File: config.mk
export PLATFORM = sky130hd
export DESIGN_NAME = lsu_controller
export DESIGN_NICKNAME = d
export VERILOG_FILES = /design/src/rtl/lsu_controller.sv
export SDC_FILE = /design/constraint.sdc
export NUM_CORES = 1
export LEC_CHECK = 0
export BUFFER_PORTS_ARGS = -buffer_cell sky130_fd_sc_hd__buf_2
export CORE_MARGIN = 2
export CORE_UTILIZATION = 51
export DETAILED_ROUTE_END_ITERATION = 16
export GPL_ROUTABILITY_DRIVEN = 0
export HOLD_SLACK_MARGIN = 0.03
export PLACE_DENSITY = 0.81
export SYNTH_ARGS = -nofsm -noshare
export SYNTH_HDL_FRONTEND = slang
export SYNTH_SLANG_ARGS = --single-unit
File: constraint.sdc
create_clock -name clk -period 2 [get_ports clk]
set_input_delay 0.2 -clock clk [delete_from_list [all_inputs] [get_ports clk]]
set_output_delay 0.2 -clock clk [all_outputs]
set_load 0.005 [all_outputs]
File: src/rtl/lsu_controller.sv
// Load/store sequencer between the CPU memory stage and a word-addressed data memory.
// Aligns stores onto byte lanes, extracts/extends load data, and times out stuck accesses.
module lsu_controller #(
  parameter int DATA_WIDTH        = 32,
  parameter int RAM_ADDRESS_WIDTH = 28,
  parameter int TIMEOUT           = 255
) (
  input  logic                         clk,
  input  logic                         rst,
  input  logic                         req_valid,
  output logic                         req_ready,
  input  logic                         req_write,
  input  logic [RAM_ADDRESS_WIDTH-1:0] req_addr,
  input  logic [DATA_WIDTH-1:0]        req_wdata,
  input  logic [1:0]                   req_size,
  input  logic                         req_unsigned,
  output logic                         stall,
  output logic                         resp_valid,
  output logic [DATA_WIDTH-1:0]        resp_rdata,
  output logic                         resp_err,
  output logic                         mem_en,
  output logic                         mem_we,
  output logic [RAM_ADDRESS_WIDTH-1:0] mem_addr,
  output logic [3:0]                   mem_be,
  output logic [DATA_WIDTH-1:0]        mem_wdata,
  input  logic [DATA_WIDTH-1:0]        mem_rdata,
  input  logic                         mem_ack
);
  localparam logic [1:0] SZ_WORD = 2'b00;
  localparam logic [1:0] SZ_HALF = 2'b01;
  localparam logic [1:0] SZ_BYTE = 2'b10;
  localparam logic [7:0] TMO     = 8'(TIMEOUT);

  typedef enum logic [1:0] {S_IDLE, S_ISSUE, S_WAIT, S_DONE} state_t;

  typedef struct packed {
    logic                         write;
    logic [RAM_ADDRESS_WIDTH-1:0] addr;
    logic [DATA_WIDTH-1:0]        wdata;
    logic [1:0]                   size;
    logic                         unsgn;
  } req_t;

  state_t                  state, state_n;
  req_t                    req_q;
  logic                    err_q;
  logic [DATA_WIDTH-1:0]   rdata_q;
  logic [7:0]              cnt;
  logic                    bad_req;
  logic                    active;
  logic [3:0]              be;
  logic [15:0]             rd_lane;
  logic [DATA_WIDTH-1:0]   wdata_rep;
  logic [DATA_WIDTH-1:0]   ld_data;

  always_comb begin
    case (req_size)
      SZ_WORD: bad_req = req_addr[1:0] != 2'b00;
      SZ_HALF: bad_req = req_addr[0];
      SZ_BYTE: bad_req = 1'b0;
      default: bad_req = 1'b1;
    endcase
  end

  // Lane steering is driven from the captured request so it stays stable through WAIT.
  always_comb begin
    rd_lane = 16'(mem_rdata >> {req_q.addr[1:0], 3'b000});
    case (req_q.size)
      SZ_BYTE: begin
        be        = 4'b0001 << req_q.addr[1:0];
        wdata_rep = {4{req_q.wdata[7:0]}};
        ld_data   = {{(DATA_WIDTH-8){~req_q.unsgn & rd_lane[7]}}, rd_lane[7:0]};
      end
      SZ_HALF: begin
        be        = 4'b0011 << req_q.addr[1:0];
        wdata_rep = {2{req_q.wdata[15:0]}};
        ld_data   = {{(DATA_WIDTH-16){~req_q.unsgn & rd_lane[15]}}, rd_lane[15:0]};
      end
      default: begin
        be        = 4'b1111;
        wdata_rep = req_q.wdata;
        ld_data   = mem_rdata;
      end
    endcase
  end

  always_ff @(posedge clk or negedge rst) begin
    if (!rst) state <= S_IDLE;
    else      state <= state_n;
  end

  always_comb begin
    state_n = state;
    case (state)
      S_IDLE:  if (req_valid) state_n = bad_req ? S_DONE : S_ISSUE;
      S_ISSUE: state_n = mem_ack ? S_DONE : S_WAIT;
      S_WAIT:  if (mem_ack || cnt == TMO) state_n = S_DONE;
      default: state_n = S_IDLE;
    endcase
  end

  always_ff @(posedge clk or negedge rst) begin
    if (!rst) begin
      req_q   <= '0;
      err_q   <= 1'b0;
      rdata_q <= '0;
      cnt     <= '0;
    end else begin
      case (state)
        S_IDLE: if (req_valid) begin
          req_q   <= '{write: req_write, addr: req_addr, wdata: req_wdata,
                       size: req_size, unsgn: req_unsigned};
          err_q   <= bad_req;
          rdata_q <= '0;
          cnt     <= '0;
        end
        S_ISSUE: begin
          if (mem_ack) rdata_q <= req_q.write ? '0 : ld_data;
          else         cnt     <= 8'd1;
        end
        S_WAIT: begin
          // An ack arriving on the expiry cycle wins over the timeout.
          if (mem_ack)         rdata_q <= req_q.write ? '0 : ld_data;
          else if (cnt == TMO) err_q   <= 1'b1;
          else                 cnt     <= cnt + 8'd1;
        end
        default: ;
      endcase
    end
  end

  always_comb begin
    active     = (state == S_ISSUE) || (state == S_WAIT);
    req_ready  = (state == S_IDLE);
    stall      = (state != S_IDLE) || req_valid;
    mem_en     = (state == S_ISSUE);
    mem_we     = active & req_q.write;
    mem_addr   = active ? {req_q.addr[RAM_ADDRESS_WIDTH-1:2], 2'b00} : '0;
    mem_be     = active ? be : 4'b0000;
    mem_wdata  = active ? wdata_rep : '0;
    resp_valid = (state == S_DONE);
    resp_err   = (state == S_DONE) & err_q;
    resp_rdata = (state == S_DONE) ? rdata_q : '0;
  end
endmodule
==> results.md <==
Timing:
- In the final timing run, aggregate negative setup slack is -1744 ps.
- The worst setup margin is -157.8 ps.
- The hold violation count in the final report is 0.
- The post-layout minimum cycle time is about 2200 ps.
- Setup repair after global routing could not meet its margin everywhere.
- The final critical-path share of the clock period is 107.9%.
- Timing would allow up to about 0.46 GHz.
- The final clock skew is 9.517 ps.
- The final count of pins violating max slew is 0.
- The total setup violations reported at the end of the flow is 24.

Logic synthesis:
- The cell area that synthesis handed to floorplanning was slightly below 6000 um2.
- The synthesized design contains 107 register bits.
- The most used flip-flop cell after synthesis is sky130_fd_sc_hd__dfrtp_1.
- The share of synthesized registers carrying an async set or reset is 100.0%.
- For this run, the register share of the synthesized area comes to a little under half.
- The synthesized design spends more area on one cell type than any other, namely sky130_fd_sc_hd__dfrtp_1.
- The average instance in the mapped netlist occupies about 10 um2.
- The number of instances in the synthesized netlist is 565.
- By instance count, the leading cell after synthesis is sky130_fd_sc_hd__dfrtp_1.
- The top cell type by area accounts for between 40 and 50% of the synthesized area.
- In the post-synthesis netlist, the biggest area contributors are sky130_fd_sc_hd__dfrtp_1 (45%), sky130_fd_sc_hd__mux2_2 (13%), sky130_fd_sc_hd__and2_1 (7.4%).
- The synthesized netlist contains slightly below 60 unique library cells.
- The synthesis warning total is 0.
- The number of enable-type register cells in the synthesized netlist is 0.
- The commonest cells after synthesis are sky130_fd_sc_hd__dfrtp_1 (107), sky130_fd_sc_hd__and2_1 (70), sky130_fd_sc_hd__mux2_2 (66).

Worst setup path:
- In this run the worst setup path begins at req_q[2]$_DFFE_PN0P_.
- The worst setup path is launched from a flip-flop.
- For this design, the slowest cell found on the critical path is sky130_fd_sc_hd__dfrtp_1.
- The peak per-stage delay on the critical path is 400 ps.
- The critical path in this run is classified as flip-flop to primary output.
- STA classifies the critical path endpoint as a primary output.
- For flop-to-flop paths, the worst setup slack is 110 ps.
- Grouping stages by cell kind, the critical path spends the most delay in buffers and inverters.
- The critical path goes through buf_6 > ha_4 > buf_4 > buf_12 > nor3b_2 > a21oi_1 > nor2_1 > buf_2.
- At the worst endpoint, the required time is 1800 ps.
- Together, buffers and inverters on the worst path number 4.
- The logic depth of the worst path, buffers included is 8.
- The endpoint identified for the worst register-to-register timing path is cnt[3]$_DFFE_PN0P_.
- The arrival time of the worst setup path is between 1500 and 2000 ps.
- In this run the worst path has a maximum fanout of 13.
- The startpoint identified for the worst register-to-register timing path is state[0]$_DFFE_PN0P_.
- The number of cells on the worst reg-to-reg path is 7.
- The critical path ends at mem_wdata[17].

Floorplanning:
- The count of standard-cell rows is 39.
- The vertical die dimension is approximately 110 um.
- For this configuration, the core starts out at a cell density of between 50% and 60%.
- The core area is roughly 11000 um2.
- In this run the count of I/O pins placed on the die edge is a little over 200.
- The die covers between 10000 and 15000 um2.
- From left edge to right edge, the die measures 111.6 um.

Power and ir drop:
- The leakage power summed over all cells is between 3 and 4 nW.
- The power density over cell area is ~1900 nW/um2.
- The maximum vdd ir drop is 1088 uV.

Global route:
- The total overflow left after global routing is 0.
- The global-route wire length before repair is between 20000 and 30000 um.
- The combined global-route utilization of all metal layers is 27.29%.
- The initial antenna violation count is 0.
- Entering global routing, the biggest net connects 66 pins.
- The busiest layer in global routing is met2.
- Global routing used between 30% and 40% of the available met1 tracks.
- Global routing used 45.61% of the available met2 tracks.
- For met3 alone, demand over resource in global routing was 6.369%.
- The via count of the first global-routing pass is ~5400.

Layout:
- Counting the fill cells in the layout gives about 840.
- Summing all multi-input logic gate instances after layout gives 3089 um2.
- The finished layout holds between 900 and 1000 standard cells, fillers aside.
- The layout cell share with drive strength beyond 1 is a little under half.
- The sequential cells in the finished layout cover a total of 2680 um2.
- After the last flow step, the layout net total stands at 876.
- Relative to the synthesized area, the layout overhead comes to 31.64%.

Placement:
- The number of input and output port buffers inserted is roughly 200.
- The number of placed instances with taps included is a little under 900.
- Detailed placement ended at an HPWL of about 12000 um.

Route:
- In the routed design, unresolved DRC markers number 0.
- The DRC violation total after the first TritonRoute iteration is between 400 and 500.
- The total via count after detailed routing is 5343.
- The first detailed-routing pass took 5 iterations.
- The detailed-route wire length is 17260 um.
- The post-detailed-route count of antenna-violating nets is 0.
- The mean routed wirelength per cell is between 15 and 20 um.
- The number of vias per cell is between 5 and 6.

Worst hold path:
- The type of the worst min-delay path is input port to flip-flop.
- In this run the most critical hold path is launched from req_addr[5].

Run:
- The reported max-cap violation count is 0.

Run status:
- The checks that failed: negative setup slack.
- The flow ran to the end, but the final reports show violations.

CTS:
- TritonCTS created 9 clock buffers.
- CTS placed an instance of sky130_fd_sc_hd__clkbuf_16 at the clock tree root.
- The clock passes through at most 2 buffers.
- CTS saw around 110 sinks.
- Clock-pin slew was measured on the worst setup and hold paths at ~70 ps.
- For the worst-skew pair, the clock arrives at the later sink with an insertion delay of between 300 and 400 ps.
- TritonCTS built the clock tree.
- The H-tree depth reported by CTS is 3.
-- sequential cells by signal, indices dropped and copies added, names as in the netlist --
register  count
rdata_q      32
cnt           8
req_q        64
err_q         1
state         2
-- per-stage QoR --
stage / worst slack (ps) / utilization, % / power [W] / instance area (um2) / hold slack, ps
2_1_floorplan: 118.5 / - / 0.008393 / 5903 / -95.59
3_3_place_gp: 128.6 / 62.76 / 0.01113 / 7136 / 89.56
3_5_place_dp: 58.23 / 62.76 / 0.01140 / 7136 / 93.27
4_1_cts: -89.87 / 66.81 / 0.01388 / 7596 / 65.03
5_1_grt: -265.4 / 68.28 / 0.01542 / 7764 / 60.54
6_report: -157.8 / 68.31 / 0.01444 / 7766 / 67.77
-- cells by family after synthesis --
kind of cell	Yosys count	synth area share, %
and+or+nand+nor	176	16.42
muxes	83	15.57
DFF	107	45.39
AOI/OAI and AO/OA	124	15.93
other	1	0.06357
buffers and inverters	67	5.154
adders and majority gates	7	1.485
-- layout by cell type, fill, tap and decap left out, drive strengths merged, types with 2 or more instances in the layout --
| cell type | instances |
|---|---|
| nor3 | 9 |
| nand3b | 2 |
| mux2 | 67 |
| a221oi | 15 |
| a221o | 16 |
| mux2i | 16 |
| o31ai | 8 |
| nor3b | 8 |
| nand2b | 4 |
| a211oi | 2 |
| nor2b | 6 |
| nand3 | 3 |
| nand2 | 29 |
| a22oi | 8 |
| o221ai | 8 |
| dfrtp | 107 |
| bufinv | 3 |
| conb | 2 |
| o41ai | 4 |
| and2 | 70 |
| a21oi | 23 |
| clkbuf | 10 |
| nor2 | 34 |
| and3 | 3 |
| buf | 240 |
| ha | 7 |
| inv | 17 |
| a21o | 2 |
| o21ai | 19 |
| clkinv | 2 |
| o2bb2ai | 7 |
-- routing by layer --
| metal | vias up | part of all wire (%) |
|---|---|---|
| li1 | 2434 | - |
| met1 | 2593 | 41 |
| met2 | 278 | 49 |
| met3 | 38 | 7.6 |
| met4 | 0 | 2.7 |
| met5 | - | 0 |
-- report_power, final --
group | switching [W] | internal (W)
sequential | 0.000752 | 0.00312
combinational | 0.00432 | 0.00420
clock | 0.000819 | 0.00122
total | 0.00589 | 0.00854
-- layout make-up --
cell class | count | area share, %
Timing Repair Buffer | 242 | 18.17
Tap cell | 143 | 2.304
Clock inverter | 6 | 1.482
Antenna cell | 1 | 0.03222
Inverter | 17 | 0.8217
Multi-Input combinational cell | 392 | 39.78
Clock buffer | 9 | 2.900
Sequential cell | 107 | 34.51
-- worst min-delay path by stage --
| stage | to | slack, ps | cells after the start |
|---|---|---|---|
| 2_1_floorplan | cnt[0]$_DFFE_PN0P_ | -100 | 0 |
| 6_report | req_q[40]$_DFFE_PN0P_ | 70 | 2 |
| 3_5_place_dp | rdata_q[27]$_DFFE_PN0P_ | 90 | 1 |
| 4_1_cts | req_q[19]$_DFFE_PN0P_ | 70 | 2 |
| 3_3_place_gp | rdata_q[27]$_DFFE_PN0P_ | 90 | 1 |
| 5_1_grt | req_q[23]$_DFFE_PN0P_ | 60 | 2 |
-- what timing repair did --
action	CTS	global route
endpoints found under the hold margin	14	0
pin swaps	0	20
gates cloned	0	0
hold buffers	1	0
setup endpoints to repair	62	31
gates resized for setup	18	30
buffers inserted	3	5
No activity file was read; power rests on OpenSTA's default activity.
